===== config.mk =====
export PLATFORM = sky130hd
export DESIGN_NAME = axis_frame_tx
export DESIGN_NICKNAME = d
export VERILOG_FILES = /design/src/rtl/axis_frame_tx.sv
export SDC_FILE = /design/constraint.sdc
export NUM_CORES = 1
export LEC_CHECK = 0
export BUFFER_PORTS_ARGS = -buffer_cell sky130_fd_sc_hd__buf_2
export CAP_MARGIN = 0
export CORE_ASPECT_RATIO = 1.5
export CORE_MARGIN = 2
export CORE_UTILIZATION = 60
export CTS_CLUSTER_DIAMETER = 30
export CTS_CLUSTER_SIZE = 12
export DETAILED_ROUTE_END_ITERATION = 7
export GPL_TIMING_DRIVEN = 0
export PLACE_DENSITY_LB_ADDON = 0.2
export SLEW_MARGIN = 20
export SYNTH_ARGS = -nofsm -noshare
export SYNTH_HDL_FRONTEND = slang
export SYNTH_SLANG_ARGS = --single-unit

===== constraint.sdc =====
create_clock -name clk -period 3.9 [get_ports clk]
set_input_delay 0.78 -clock clk [delete_from_list [all_inputs] [get_ports clk]]
set_output_delay 0.78 -clock clk [all_outputs]
set_load 0.01 [all_outputs]

===== src/rtl/axis_frame_tx.sv =====
// axis_frame_tx: FIFO-buffered AXI4-Stream frame source (tuser=SOF, tlast=EOL).
// Optional macro AXIS_TX_ROWGAP_EN adds ROW_GAP idle cycles after each non-final row.
module axis_frame_tx #(
  parameter int AXISIN_DATA_WIDTH = 24,
  parameter int SRC_IMG_WIDTH     = 960,
  parameter int SRC_IMG_HEIGHT    = 540,
  parameter int FIFO_DEPTH        = 16,
  parameter int ROW_GAP           = 4
) (
  input  logic                           clk,
  input  logic                           rst,
  input  logic                           start,
  output logic                           busy,
  output logic                           frame_done,
  input  logic                           pix_valid,
  input  logic [AXISIN_DATA_WIDTH-1:0]   pix_data,
  output logic                           pix_ready,
  output logic                           m_axis_tvalid,
  input  logic                           m_axis_tready,
  output logic [AXISIN_DATA_WIDTH-1:0]   m_axis_tdata,
  output logic [AXISIN_DATA_WIDTH/8-1:0] m_axis_tkeep,
  output logic [AXISIN_DATA_WIDTH/8-1:0] m_axis_tstrb,
  output logic                           m_axis_tlast,
  output logic                           m_axis_tuser
);

  localparam int DW   = AXISIN_DATA_WIDTH;
  localparam int NPIX = SRC_IMG_WIDTH * SRC_IMG_HEIGHT;
  localparam int AW   = $clog2(FIFO_DEPTH);
  localparam int CW   = AW + 1;
  localparam int XW   = (SRC_IMG_WIDTH > 1) ? $clog2(SRC_IMG_WIDTH) : 1;
  localparam int YW   = (SRC_IMG_HEIGHT > 1) ? $clog2(SRC_IMG_HEIGHT) : 1;
  localparam int IW   = $clog2(NPIX + 1);

  localparam logic [CW-1:0] CNT_FULL = CW'(FIFO_DEPTH);
  localparam logic [XW-1:0] X_LAST   = XW'(SRC_IMG_WIDTH - 1);
  localparam logic [YW-1:0] Y_LAST   = YW'(SRC_IMG_HEIGHT - 1);
  localparam logic [IW-1:0] IN_TOTAL = IW'(NPIX);

  typedef enum logic [1:0] {
    IDLE,
    STREAM,
    GAP,
    DONE
  } state_t;

  state_t          state;
  logic [XW-1:0]   x_cnt;
  logic [YW-1:0]   y_cnt;
  logic [IW-1:0]   in_cnt;

  logic [DW-1:0]   mem [FIFO_DEPTH];
  logic [AW-1:0]   wr_ptr;
  logic [AW-1:0]   rd_ptr;
  logic [CW-1:0]   count;
  logic            full;
  logic            empty;
  logic            push;
  logic            pop;

`ifdef AXIS_TX_ROWGAP_EN
  localparam int GW = (ROW_GAP > 1) ? $clog2(ROW_GAP) : 1;
  localparam logic [GW-1:0] GAP_LAST = GW'(ROW_GAP - 1);
  logic [GW-1:0]   gap_cnt;
`endif

  assign full  = (count == CNT_FULL);
  assign empty = (count == '0);

  assign busy       = (state != IDLE);
  assign frame_done = (state == DONE);
  assign pix_ready  = busy & ~full & (in_cnt < IN_TOTAL);
  assign push       = pix_valid & pix_ready;

  assign m_axis_tvalid = (state == STREAM) & ~empty;
  assign pop           = m_axis_tvalid & m_axis_tready;
  assign m_axis_tdata  = m_axis_tvalid ? mem[rd_ptr] : '0;
  assign m_axis_tkeep  = '1;
  assign m_axis_tstrb  = '1;
  // Framing is gated by tvalid so idle/reset outputs stay low.
  assign m_axis_tlast  = m_axis_tvalid & (x_cnt == X_LAST);
  assign m_axis_tuser  = m_axis_tvalid & (x_cnt == '0) & (y_cnt == '0);

  always_ff @(posedge clk) begin
    if (push) mem[wr_ptr] <= pix_data;
  end

  always_ff @(posedge clk or posedge rst) begin
    if (rst) begin
      wr_ptr <= '0;
      rd_ptr <= '0;
      count  <= '0;
    end else begin
      if (push) wr_ptr <= wr_ptr + 1'b1;
      if (pop)  rd_ptr <= rd_ptr + 1'b1;
      case ({push, pop})
        2'b10:   count <= count + 1'b1;
        2'b01:   count <= count - 1'b1;
        default: count <= count;
      endcase
    end
  end

  always_ff @(posedge clk or posedge rst) begin
    if (rst) begin
      state  <= IDLE;
      x_cnt  <= '0;
      y_cnt  <= '0;
      in_cnt <= '0;
`ifdef AXIS_TX_ROWGAP_EN
      gap_cnt <= '0;
`endif
    end else begin
      if (push) in_cnt <= in_cnt + 1'b1;
      case (state)
        IDLE: begin
          x_cnt  <= '0;
          y_cnt  <= '0;
          in_cnt <= '0;
          if (start) state <= STREAM;
        end
        STREAM: begin
          if (pop) begin
            if (x_cnt == X_LAST) begin
              x_cnt <= '0;
              if (y_cnt == Y_LAST) begin
                y_cnt <= '0;
                state <= DONE;
              end else begin
                y_cnt <= y_cnt + 1'b1;
`ifdef AXIS_TX_ROWGAP_EN
                gap_cnt <= '0;
                state   <= GAP;
`endif
              end
            end else begin
              x_cnt <= x_cnt + 1'b1;
            end
          end
        end
`ifdef AXIS_TX_ROWGAP_EN
        GAP: begin
          if (gap_cnt == GAP_LAST) state <= STREAM;
          else gap_cnt <= gap_cnt + 1'b1;
        end
`endif
        DONE: begin
          x_cnt  <= '0;
          y_cnt  <= '0;
          in_cnt <= '0;
          state  <= IDLE;
        end
        default: state <= IDLE;
      endcase
    end
  end

endmodule

==> flow_summary.ini <==
[floorplanning]
dieWidth_um = 145
io_pins = 65
core_area_um2 = 29500
start_util = 0.611
die_area_um2 = 31500
rows = 77
fp.dieH_um = 216

[pwr]
vdd_drop_max_uv = 486
p_per_area_nw_per_um2 = 727
p_leak_nw = 7.40

[cts]
postCtsSetupBuffers = 0
htree_levels = 2
clkTransAtPathRegs_ps = 50
numCtsBuffers = 60
clock_path_buffers = 3
cts_resized = 18
postCtsHoldBufs = 0
clock-root-buffer = clkbuf_16
cts.sink_count = 438
insertion_delay_ps = 590
cts_tree = built

[global_route]
met3_usage = 0.0392
grt_pass1_wl_um = 61600
grt_max_degree = 55
overflow = 0
grt.met1_usage = 0.328
grt_util_all_layers = 0.264
grt_pass1_vias = 10400
antenna_found_initial = 0
use_met2 = 0.465
top_usage_layer = met2

[setup_path]
cp_cell_sequence = buf_2, buf_2, clkdlybuf4s15_2, mux4_2, mux2i_1, a211oi_1, buf_2
crit_buf_inv = 4
start_kind = flip-flop
max_stage_delay_ps = 510
crit_start = rd_ptr[2]
crit_type = flip-flop to primary output
worstPathRequired_ps = 3120
reg2reg_to = count[4]
cp_top_family = buffers and inverters
rr_startpoint = count[1]
reg2reg_depth = 15
reg2reg_slack_ps = 230
slowest_stage = clkdlybuf4s15_2
path_max_fanout = 10
worstPathArrival_ps = 3040
crit_cells = 7
crit_path_frequent_cell = buf_2
critPathCaptureType = primary output
crit_end = m_axis_tdata[18]

[placement]
port_buffers = 58
dp_hpwl_um = 24700
gp_congestion = 0.878
pre_cts_slack_ps = -143

[timing]
finClkSkew_ps = 17.2
layout_min_cycle_time_ps = 3820
final-setup-viol-count = 0
fin_ws_ps = 79.5
fmax_mhz = 262
rsz0062_at_grt = false
fin_crit_sh = 0.980
hold_violations = 0
slew_headroom = 0.295
slew_viol_final = 0
worstMarginPinSlew_ps = 1030

[min_path]
worstHoldPathType = primary input to asynchronous set/reset pin

[synth]
synthCells = 1000
synth_ff_type = edfxtp_1
ys_ff_latch = 438
async_reset_ff_frac = 0.123
synth_edf_count = 384
ys.warnings.count = 0
ys_seq_area_frac = 0.715
syn_area_per_cell_um2 = 18.0
syn_area_um2 = 18000
ys_types = 61

[detailed_routing]
finalWirelength_um = 40600
drc = 0
avgRoutedWirePerCell_um = 25.5
postRouteAntennaNets = 0
first_iter_violations = 962
first_pass_iters = 5
vias_per_cell = 6.31
vias = 10100

[cells_and_area]
num-nets-final = 1197
final_util = 0.724
drive_above_1_share = 0.292
area_growth_pct = 18.5

[outcome]
status = complete, no violations

[flow_run]
max_cap_viol_count = 0
cell usage in the layout (no fill, tap or decap), types with 7 or more instances in the layout:
cell,instances
dfrtp_1,54
inv_1,16
xor2_1,11
inv_6,10
a21oi_1,9
nand3_1,26
nand2_1,38
edfxtp_1,384
nor3_1,9
clkbuf_2,11
buf_4,25
nand4_1,16
nand2b_1,7
clkbuf_16,61
clkinv_2,9
nor2_1,32
a211oi_1,49
xnor2_1,13
mux2i_1,27
buf_16,10
nor2b_1,24
clkbuf_1,27
buf_2,65
mux4_2,96
ha_1,17
clkinvlp_4,7
a31oi_1,8
o21ai_0,15
layer usage:
metal  share of wire  up-vias  wire length (µm)
li1                -     4330                 -
met1            0.37     5176             14800
met2            0.53      457             21600
met3           0.062      104              2530
met4           0.042        0              1710
met5               0        -                 0
how the worst min path moves through the flow:
| stage | start | end | slack, ps | cells after the start |
|---|---|---|---|---|
| after floorplan | in_cnt[18] | in_cnt[18] | 460 | 1 |
| after global placement | in_cnt[18] | in_cnt[18] | 480 | 1 |
| after detailed placement | in_cnt[18] | in_cnt[18] | 480 | 1 |
| after CTS | rst | count[0] | 320 | 2 |
| after global routing | rst | count[0] | 370 | 2 |
| final | rst | count[0] | 310 | 2 |
kinds of logic after synthesis:
kind of cell | synth area share
flops | 0.715
simple gates | 0.0614
mux | 0.137
compound gates | 0.0424
buf+inv | 0.0207
xor+xnor | 0.0117
fa+ha+maj | 0.0118
other cells | 0.000208
power breakdown:
| part | switching, mW | leakage, nW | internal, mW | total, mW |
|---|---|---|---|---|
| logic | 2.62 | 2.25 | 1.92 | 4.55 |
| clock network | 2.08 | 0.969 | 3.29 | 5.37 |
| registers | 0.144 | 4.18 | 5.47 | 5.61 |
cell type report:
cell class | count | area, µm²
clock inverters | 45 | 463
flip-flops and latches | 438 | 12900
diodes | 1 | 2.50
fillers | 1740 | 8130
repair buffers | 84 | 718
plain buffers | 63 | 349
inverters | 18 | 71.3
multi-input cells | 486 | 4830
clock buffers | 65 | 1540
well taps | 395 | 494
registers in the layout (all words and copies together) (netlist names):
| name | cells |
|---|---|
| mem | 384 |
| in_cnt | 19 |
| x_cnt | 10 |
| y_cnt | 10 |
| count | 5 |
| rd_ptr | 4 |
| wr_ptr | 4 |
| state | 2 |
cell usage after synthesis, drive strengths merged, types with 8 or more instances:
cell / n / share of area
dfrtp: 54 / 0.075
nand2: 39 / 0.0083
mux4: 96 / 0.12
nor2: 33 / 0.0070
xnor2: 13 / 0.0063
nand3: 26 / 0.0072
nor2b: 24 / 0.0083
and3: 9 / 0.0031
edfxtp: 384 / 0.64
xor2: 11 / 0.0053
clkbuf: 34 / 0.0071
nand4: 16 / 0.0056
o21ai: 16 / 0.0044
nor3: 9 / 0.0025
and2: 10 / 0.0036
ha: 17 / 0.012
a31oi: 8 / 0.0028
a211oi: 49 / 0.020
a21oi: 9 / 0.0025
mux2i: 27 / 0.015
inv: 17 / 0.0035
buf: 29 / 0.0098
per-stage QoR:
step	power (mW)	TNS, ps	area, µm²	hold slack (ps)	std cells
4_1_cts	15.6	-46.5	21300	325	1594
3_5_place_dp	10.2	-143	19300	484	1484
3_3_place_gp	10.0	-172400	18800	481	1458
6_report	15.5	0	21300	306	1595
5_1_grt	16.1	0	21300	366	1594
2_1_floorplan	8.66	0	18000	464	1005
(Power assumes the default switching activity.)
